==> config.mk <==
export PLATFORM = sky130hd
export DESIGN_NAME = serial_result_rx
export DESIGN_NICKNAME = d
export VERILOG_FILES = /design/src/rtl/serial_result_rx.sv
export SDC_FILE = /design/constraint.sdc
export NUM_CORES = 1
export LEC_CHECK = 0
export ABC_CLOCK_PERIOD_IN_PS = 5400
export CAP_MARGIN = 5
export CORE_MARGIN = 5
export CORE_UTILIZATION = 50
export CTS_CLUSTER_DIAMETER = 100
export DETAILED_ROUTE_END_ITERATION = 8
export PLACE_DENSITY = 0.72
export SLEW_MARGIN = 20
export SYNTH_ARGS = -nofsm -noshare
export SYNTH_HDL_FRONTEND = slang
export SYNTH_SLANG_ARGS = --single-unit
==> constraint.sdc <==
create_clock -name CLK -period 5.4 [get_ports CLK]
set_clock_uncertainty 0.1 [all_clocks]
set_input_delay 0.54 -clock CLK [delete_from_list [all_inputs] [get_ports CLK]]
set_output_delay 0.54 -clock CLK [all_outputs]
set_load 0.02 [all_outputs]
==> src/rtl/serial_result_rx.sv <==
// Deserialises the calculator's CLK_Tx / D_OUT / D_OUT_VALID result stream into words behind a valid/ready register.
// Define SERIAL_RX_PARITY_EN to expect a trailing even-parity bit after the WIDTH data bits.
`timescale 1ns/1ps
module serial_result_rx #(
  parameter int WIDTH = 32,
  parameter int CNT_W = 6
) (
  input  logic             CLK,
  input  logic             RESET,
  input  logic             CLK_Tx,
  input  logic             D_OUT_VALID,
  input  logic             D_OUT,
  output logic [WIDTH-1:0] RX_DATA,
  output logic             RX_VALID,
  input  logic             RX_READY,
  output logic             FRAME_ERR,
  output logic             OVERRUN,
  output logic             PARITY_ERR
);

`ifdef SERIAL_RX_PARITY_EN
  localparam int FRAME_LEN = WIDTH + 1;
`else
  localparam int FRAME_LEN = WIDTH;
`endif
  localparam logic [CNT_W-1:0] LAST_CNT = CNT_W'(FRAME_LEN - 1);
  localparam logic [CNT_W-1:0] DATA_CNT = CNT_W'(WIDTH);

  typedef enum logic [1:0] {IDLE, SHIFT, DRAIN} state_t;

  state_t           state_q;
  logic             tx_q;
  logic [CNT_W-1:0] cnt_q;
  logic [WIDTH-1:0] sr_q;
  logic             done_q;
  logic [WIDTH-1:0] rx_data_q;
  logic             rx_valid_q;
  logic             frame_err_q;
  logic             overrun_q;
`ifdef SERIAL_RX_PARITY_EN
  logic             par_bad_q;
  logic             par_err_q;
`endif

  logic sample;
  logic take_bit;
  logic last_bit;

  // CLK_Tx is derived from CLK, so a single delay flop suffices for edge detection.
  assign sample   = tx_q & ~CLK_Tx;
  assign take_bit = sample & D_OUT_VALID;
  assign last_bit = (cnt_q == LAST_CNT);

  always_ff @(posedge CLK or negedge RESET) begin
    if (!RESET) begin
      state_q     <= IDLE;
      tx_q        <= 1'b0;
      cnt_q       <= '0;
      sr_q        <= '0;
      done_q      <= 1'b0;
      rx_data_q   <= '0;
      rx_valid_q  <= 1'b0;
      frame_err_q <= 1'b0;
      overrun_q   <= 1'b0;
`ifdef SERIAL_RX_PARITY_EN
      par_bad_q   <= 1'b0;
      par_err_q   <= 1'b0;
`endif
    end else begin
      tx_q        <= CLK_Tx;
      done_q      <= 1'b0;
      frame_err_q <= 1'b0;
`ifdef SERIAL_RX_PARITY_EN
      par_err_q   <= 1'b0;
`endif

      case (state_q)
        IDLE, SHIFT: begin
          if (state_q == SHIFT && !D_OUT_VALID) begin
            frame_err_q <= 1'b1;
            cnt_q       <= '0;
            state_q     <= IDLE;
          end else if (take_bit) begin
            if (cnt_q < DATA_CNT) sr_q <= {sr_q[WIDTH-2:0], D_OUT};
            cnt_q   <= cnt_q + CNT_W'(1);
            state_q <= last_bit ? DRAIN : SHIFT;
            done_q  <= last_bit;
`ifdef SERIAL_RX_PARITY_EN
            // Only consumed alongside done_q, i.e. when D_OUT is the parity bit.
            par_bad_q <= (^sr_q) ^ D_OUT;
`endif
          end
        end
        DRAIN: begin
          if (!D_OUT_VALID) begin
            state_q <= IDLE;
            cnt_q   <= '0;
          end
        end
        default: state_q <= IDLE;
      endcase

      if (rx_valid_q && RX_READY) rx_valid_q <= 1'b0;

      // Completion is handled one CLK after the final sample; a same-edge accept frees the slot.
      if (done_q) begin
`ifdef SERIAL_RX_PARITY_EN
        if (par_bad_q) begin
          par_err_q <= 1'b1;
        end else if (!rx_valid_q || RX_READY) begin
          rx_data_q  <= sr_q;
          rx_valid_q <= 1'b1;
        end else begin
          overrun_q <= 1'b1;
        end
`else
        if (!rx_valid_q || RX_READY) begin
          rx_data_q  <= sr_q;
          rx_valid_q <= 1'b1;
        end else begin
          overrun_q <= 1'b1;
        end
`endif
      end
    end
  end

  assign RX_DATA   = rx_data_q;
  assign RX_VALID  = rx_valid_q;
  assign FRAME_ERR = frame_err_q;
  assign OVERRUN   = overrun_q;
`ifdef SERIAL_RX_PARITY_EN
  assign PARITY_ERR = par_err_q;
`else
  assign PARITY_ERR = 1'b0;
`endif

endmodule

Word-level counts from Yosys, hierarchy flattened
Index checks and enable logic that the tools add are counted.
{ "op_classes": {"n_addsub": 1, "magnitude_cmp": 1, "n_eq_ne": 5, "muxes": 17, "bitwise": 5, "reduce_logical": 13} }
{ "op_table": {"columns": ["op", "n"], "rows": [
  ["6-bit 2-to-1 mux", 3],
  ["6-bit case mux with 2 select lines", 1],
  ["1-bit 2-to-1 mux", 8],
  ["2-bit 2-to-1 mux", 4],
  ["6-bit by 1-bit adder with 6-bit output, second input constant", 1],
  ["6-bit by 5-bit == test with 1-bit output, second input constant", 1],
  ["6-bit less-than comparator, second input constant", 1],
  ["2-bit AND reduction", 3],
  ["2-bit case mux with 2 select lines", 1],
  ["4-bit AND reduction", 1],
  ["3-bit inequality test, second input constant", 1],
  ["1-bit inverter", 3],
  ["3-bit AND reduction", 1],
  ["1-bit AND", 2],
  ["2-bit by 1-bit == test with 1-bit output, second input constant", 1],
  ["2-bit == test, second input constant", 1],
  ["1-bit logical AND", 2],
  ["1-bit logical NOT", 2],
  ["2-bit logical NOT", 1],
  ["2-bit inequality test, second input constant", 1],
  ["2-bit nonzero test", 1],
  ["2-bit OR reduction", 1],
  ["1-bit logical OR", 1]
]} }
{ "totals": {"reg_bits": 77, "in_bits": 6, "wordCells": 51} }

Longest topological paths before layout
Gate-level depths: netlist (run 1).
{ "depth": {"depth_word": 6, "depth_mapped": 6, "ltp_nobuf": 4} }

Least setup slack after synthesis (run 1)
OpenSTA, ideal clock, no wires.
{ "synth_path": {"path_type": "input -> register", "from": "in CLK_Tx", "to": "reg sr_q[10]", "setup_time_ns": 0.125, "arrival_ns": 1.559, "setup_slack_ns": 3.617, "cell_stages": 5, "n_path_buf": 2, "cell_sequence": "nand4bb_4 -> buf_6 -> nor2_2 -> buf_4 -> mux2_2"} }
{ "synth_between": {"elab_chain_len": 4} }
{ "synth_lines": {"columns": ["element", "line", "rtl"], "rows": [
  ["from (decl)", "10", "input logic CLK_Tx,"],
  ["1-bit inverter", "50", "assign sample = tx_q & ~CLK_Tx;"],
  ["1-bit AND", "50", null],
  ["1-bit AND", "51", "assign take_bit = sample & D_OUT_VALID;"],
  ["4-bit AND reduction (no line)", null, null],
  ["to (signal assigned)", "84", "if (cnt_q < DATA_CNT) sr_q <= {sr_q[WIDTH-2:0], D_OUT};"],
  ["to (decl)", "34", "logic [WIDTH-1:0] sr_q;"]
]} }
Every way passes these cells.
A chain may end at the register's enable or synchronous reset.

Worst setup path after layout (run 1)
{ "layout_path": {"from": "in D_OUT_VALID", "to": "reg sr_q[25]"} }
{ "layout_between": {"elab_chain_len": 4} }
{ "layout_lines": {"columns": ["element", "line", "rtl"], "rows": [
  ["from (decl)", "11", "input logic D_OUT_VALID,"],
  ["1-bit logical NOT", null, null],
  ["1-bit logical AND", "79", "if (state_q == SHIFT && !D_OUT_VALID) begin"],
  ["1-bit inverter (no line)", null, null],
  ["4-bit AND reduction (no line) *", null, null]
]} }
Every way passes the cells marked *; elsewhere a longest branch is shown, timed or not.

==> flow_summary.ini, run 1 <==
[outcome]
status = complete, no violations

[setup_path]
end_kind = flip-flop
start_kind = primary input
reg2reg_depth = 3
path_max_fanout = 32
ff2ff_setup_slack_ns = 3.29
crit_family = simple AND/OR/NAND/NOR gates
arrival_ns = 2.59
critical-path-slowest-cell = nor2_4
path_class = primary input to flip-flop
path_buf_inv = 1
crit_required_ns = 5.52
timing.rr.start = state_q[1]
worst_r2r_endpoint = sr_q[25]
crit_path_cell_trace = clkdlybuf4s50_1 > nand4bb_4 > nor2_4 > mux2_2
cpPeakStageDelay_ns = 0.70

[final_layout]
mostFrequentLayoutCells = dfrtp_1, mux2_2, clkdlybuf4s50_1, clkbuf_8, nand2_1
nets = 240
n_antenna_cell = 0
area_growth_pct = 20.4
drive_gt1_share_pct = 33.3
fin_util_pct = 61.4
final_common_cell = dfrtp_1

[power_and_ir_drop]
seq_power_share_pct = 58.8
p_total_mw = 1.08
clkPwrFrac_pct = 35.5
ir_drop_mv = 0.150
p_leak_nw = 1.73
switching_share_pct = 22.0
power.density_mw_per_mm2 = 300
p_sw_mw = 0.238
pwr-share-comb_pct = 5.7
intPower_mw = 0.847

[clock_network]
cts_setup_buffers = 0
clock_latency_ns = 0.34
ctsResizeCount = 0
clockBufferDepth = 2
root_buffer = clkbuf_8
cts_tree = yes
h-tree-depth = 3
cts_buffers = 9
path_clk_slew_ns = 0.07
hold_buffers = 0
cts_sinks = 77

[floorplan]
die_y_um = 87.5
start_util_pct = 51.0
die_w_um = 87.5
die_area_mm2 = 0.00765
num_rows = 28
core_area_mm2 = 0.00589
io_pins = 42

[routing]
dr.pass1.iters = 4
met3_length_um = 242
detail_route.iter0.violations = 77
wl_met1_mm = 2.06
maxUsedRoutingLayer = met4
antenna_left = 0
avgRoutedWirePerCell_um = 14.6
drcViolationCount = 0
viasPerCell = 5.14
num_vias = 1605
wl_met2_mm = 2.19
wirelength_mm = 4.55

[timing]
slew_violations = 0
rsz0062_at_grt = no
tns_ns = 0
min_period_ns = 2.47
fmax_ghz = 0.406
setup_ws_ns = 2.93
worst_pin_slew_ns = 0.932
hold_slack_ns = 0.250
setup_violations = 0
slew_headroom_pct = 37.9
fin_crit_sh_pct = 45.7
finalHoldViolCount = 0

[synth]
synth_cell_types = 33
synth-edff-count = 0
synth.avg_cell_area_um2 = 15.7
ys_seq_elements = 77
syn-instance-count = 191
syn_nets = 198
synth_area_mm2 = 0.00300
synth-seq-area-share_pct = 64.2
ys_async_sr_fraction_pct = 100
synth_ff_type = dfrtp_1
yosysWarningCount = 0

[run]
maxCapViolations = 0

[global_routing]
antenna_found_initial = 0
grt_usage_pct = 13.3
overflow = 0
grt_pass1_vias = 1669
grt_max_degree = 78
grt_pass1_wl_mm = 7.77

[min_path]
hp-class = primary input to async pin

[placed_design]
portBuffers = 40
dp_hpwl_mm = 2.94
place_congestion = 0.690
pre_cts_ws_ns = 2.55
-- layer usage --
layer / vias up / global-route usage (%)
li1: 761 / -
met1: 810 / 17.0
met2: 29 / 20.6
met3: 5 / 5.20
met4: 0 / 5.02
met5: - / 0
-- cells by family after synthesis --
logic type | Yosys count | synth area share (%)
xor gates and xnor gates | 1 | 0.292
adders and majority gates | 1 | 0.417
AOI/OAI and AO/OA | 12 | 2.75
and+or+nand+nor | 23 | 5.34
muxes | 65 | 24.4
buffers and inverters | 11 | 2.50
DFF | 77 | 64.2
other | 1 | 0.125
-- synth_stat cells, types with 2 or more instances --
master | instances | share of area [%]
nor3b_1 | 2 | 0.50
buf_4 | 4 | 1.0
nand3_1 | 2 | 0.33
o21ai_0 | 2 | 0.33
dfrtp_1 | 77 | 64
o31ai_1 | 3 | 0.75
buf_6 | 2 | 0.75
nand2_1 | 5 | 0.63
mux2_2 | 62 | 23
nand2b_1 | 4 | 0.83
mux2_1 | 2 | 0.75
o221ai_1 | 2 | 0.58
buf_2 | 3 | 0.50
a21oi_1 | 2 | 0.33
-- flip-flops by register name, summed over array words and instances (netlist names) --
signal     flops
RX_DATA       32
sr_q          32
cnt_q          6
state_q        2
FRAME_ERR      1
OVERRUN        1
RX_VALID       1
done_q         1
tx_q           1
-- final cells by class --
cell class                 instances  area (um2)
clock buffer                      14         173
clock inverter                     1        5.00
fill                             474        2270
inverter                           1        3.75
multi-input combinational        103        1000
sequential                        77        1930
tap                               75        93.8
timing repair buffer              41         405
-- power groups by stage --
stage                     Clock (mW)  Sequential (mW)  Combinational, mW
after floorplan                    0            0.640             0.0450
after global placement             0            0.648             0.0622
after detailed placement           0            0.649             0.0642
after CTS                      0.400            0.638             0.0639
after global routing           0.430            0.643             0.0712
final                          0.385            0.638             0.0620
-- stage by stage --
step                std cells  instance area (um2)
global placement          297                 3430
floorplan                 191                 3000
CTS                       312                 3610
global route              312                 3610
finish                    312                 3610
detailed placement        297                 3430
-- how the worst max path moves through the flow --
stage           startpoint  cells past startpoint  slack, ns        to
4_1_cts        D_OUT_VALID                      4       2.91   sr_q[1]
2_1_floorplan       CLK_Tx                      5       3.62  sr_q[10]
3_5_place_dp   D_OUT_VALID                      4       2.55   sr_q[1]
3_3_place_gp   D_OUT_VALID                      4       2.58  sr_q[26]
6_report       D_OUT_VALID                      4       2.93  sr_q[25]
5_1_grt        D_OUT_VALID                      4       2.81  sr_q[24]
(Power assumes the default switching activity.)
==> run 2: changes to the inputs <==
--- a/config.mk
+++ b/config.mk
@@ -5,7 +5,7 @@
 export SDC_FILE = /design/constraint.sdc
 export NUM_CORES = 1
 export LEC_CHECK = 0
-export ABC_CLOCK_PERIOD_IN_PS = 5400
+export ABC_CLOCK_PERIOD_IN_PS = 2400
 export CAP_MARGIN = 5
 export CORE_MARGIN = 5
 export CORE_UTILIZATION = 50
==> constraint.sdc (replaced) <==
create_clock -name CLK -period 2.4 [get_ports CLK]
set_clock_uncertainty 0.1 [all_clocks]
set_input_delay 0.24 -clock CLK [delete_from_list [all_inputs] [get_ports CLK]]
set_output_delay 0.24 -clock CLK [all_outputs]
set_load 0.02 [all_outputs]
==> flow_summary.ini, run 2 (synthesis results as in run 1) <==
[floorplan]
die_y_um = 87.5
num_rows = 28
die_area_mm2 = 0.00765
core_area_mm2 = 0.00589
start_util_pct = 51.0
io_pins = 42
die_w_um = 87.5

[clock_network]
clock_latency_ns = 0.34
cts_tree = yes
ctsResizeCount = 0
cts_sinks = 77
root_buffer = clkbuf_8
clockBufferDepth = 2
cts_buffers = 9
h-tree-depth = 3
path_clk_slew_ns = 0.07

[routing]
dr.pass1.iters = 2
wirelength_mm = 4.62
avgRoutedWirePerCell_um = 14.5
detail_route.iter0.violations = 69
drcViolationCount = 0
viasPerCell = 5.15
num_vias = 1638
antenna_left = 0

[global_routing]
grt_pass1_vias = 1744
grt_max_degree = 48
antenna_found_initial = 0
overflow = 0
grt_usage_pct = 13.9
grt_pass1_wl_mm = 8.19

[setup_path]
start_kind = flip-flop
crit_end = sr_q[23]
arrival_ns = 1.82
timing.rr.start = state_q[1]
end_kind = flip-flop
crit_required_ns = 2.52
path_class = flip-flop to flip-flop
ff2ff_setup_slack_ns = 0.71
path_max_fanout = 23
startpoint = state_q[1]
worst_r2r_endpoint = sr_q[23]
reg2reg_depth = 4

[timing]
setup_ws_ns = 0.706
slew_violations = 0
min_period_ns = 1.69
finalHoldViolCount = 0
tns_ns = 0
setup_violations = 0
fin_crit_sh_pct = 70.6
worst_pin_slew_ns = 0.588
rsz0062_at_grt = no
slew_headroom_pct = 60.8
fmax_ghz = 0.590

[power_and_ir_drop]
seq_power_share_pct = 60.1
p_leak_nw = 1.76
ir_drop_mv = 0.330
clkPwrFrac_pct = 33.5
intPower_mw = 1.83
switching_share_pct = 22.9
pwr-share-comb_pct = 6.4
p_sw_mw = 0.545
power.density_mw_per_mm2 = 650

[min_path]
hp-class = primary input to flip-flop
hp-start = CLK_Tx

[final_layout]
n_antenna_cell = 0
nets = 245
area_growth_pct = 22.1
fin_util_pct = 62.2
ff_latch_area_mm2 = 0.00193
multi_input_area_mm2 = 0.00100
drive_gt1_share_pct = 33.3
final_common_cell = dfrtp_1
mostFrequentLayoutCells = dfrtp_1, mux2_2, clkdlybuf4s50_1, clkbuf_8
fillers = 469

[placed_design]
portBuffers = 40
dp_hpwl_mm = 3.05
pre_cts_ws_ns = 0.421
place_congestion = 0.785

[outcome]
status = complete, no violations

[run]
maxCapViolations = 0
## run 2: critical path, stage by stage (launching register included)
cell	delay (ns)
dfrtp_1	0.45
nand4bb_4	0.32
nor2_4	0.17
buf_12	0.19
mux2_2	0.35
## run 2: worst min path at each step
| stage | to | slack, ns | depth (start not counted) |
|---|---|---|---|
| after global placement | RX_DATA[25] | 0.19 | 1 |
| final | tx_q | 0.32 | 1 |
| after detailed placement | RX_DATA[25] | 0.19 | 1 |
| after floorplan | FRAME_ERR | -0.16 | 0 |
| after global routing | tx_q | 0.33 | 1 |
| after CTS | tx_q | 0.31 | 1 |
## run 2: cell type report
| class | instances | share of cell area, % |
|---|---|---|
| Timing Repair Buffer | 46 | 13.2 |
| Clock buffer | 14 | 3.89 |
| Clock inverter | 2 | 0.273 |
| Inverter | 1 | 0.102 |
| Tap cell | 75 | 2.56 |
| Sequential cell | 77 | 52.6 |
| Multi-Input combinational cell | 103 | 27.4 |
## run 2: what timing repair did
action,4_1_cts,5_1_grt
setup buffers,0,0
hold buffers,1,0
endpoints found under the hold margin,46,0
## run 2: routing by layer
layer | routed length [um] | GRT usage [%] | up-vias | share of wire [%]
met2 | 2220 | 21.0 | 28 | 48
met3 | 192 | 4.07 | 8 | 4.2
met5 | 0 | 0 | - | 0
li1 | - | - | 776 | -
met4 | 95 | 6.69 | 0 | 2.1
met1 | 2110 | 18.5 | 826 | 46
## run 2: metrics by stage
| stage | cells | instance area [um2] | power [mW] | hold slack (ns) |
|---|---|---|---|---|
| 6_report | 318 | 3660 | 2.38 | 0.321 |
| 5_1_grt | 318 | 3660 | 2.51 | 0.325 |
| 4_1_cts | 318 | 3660 | 2.42 | 0.306 |
| 3_5_place_dp | 301 | 3500 | 1.61 | 0.191 |
| 3_3_place_gp | 301 | 3500 | 1.61 | 0.185 |
| 2_1_floorplan | 191 | 3000 | 1.54 | -0.156 |
## run 2: power by group through the flow
| stage | logic [mW] | clock network [mW] | registers (mW) |
|---|---|---|---|
| 3_5_place_dp | 0.155 | 0 | 1.46 |
| 2_1_floorplan | 0.101 | 0 | 1.44 |
| 5_1_grt | 0.173 | 0.891 | 1.44 |
| 6_report | 0.153 | 0.796 | 1.43 |
| 3_3_place_gp | 0.150 | 0 | 1.46 |
| 4_1_cts | 0.157 | 0.827 | 1.43 |
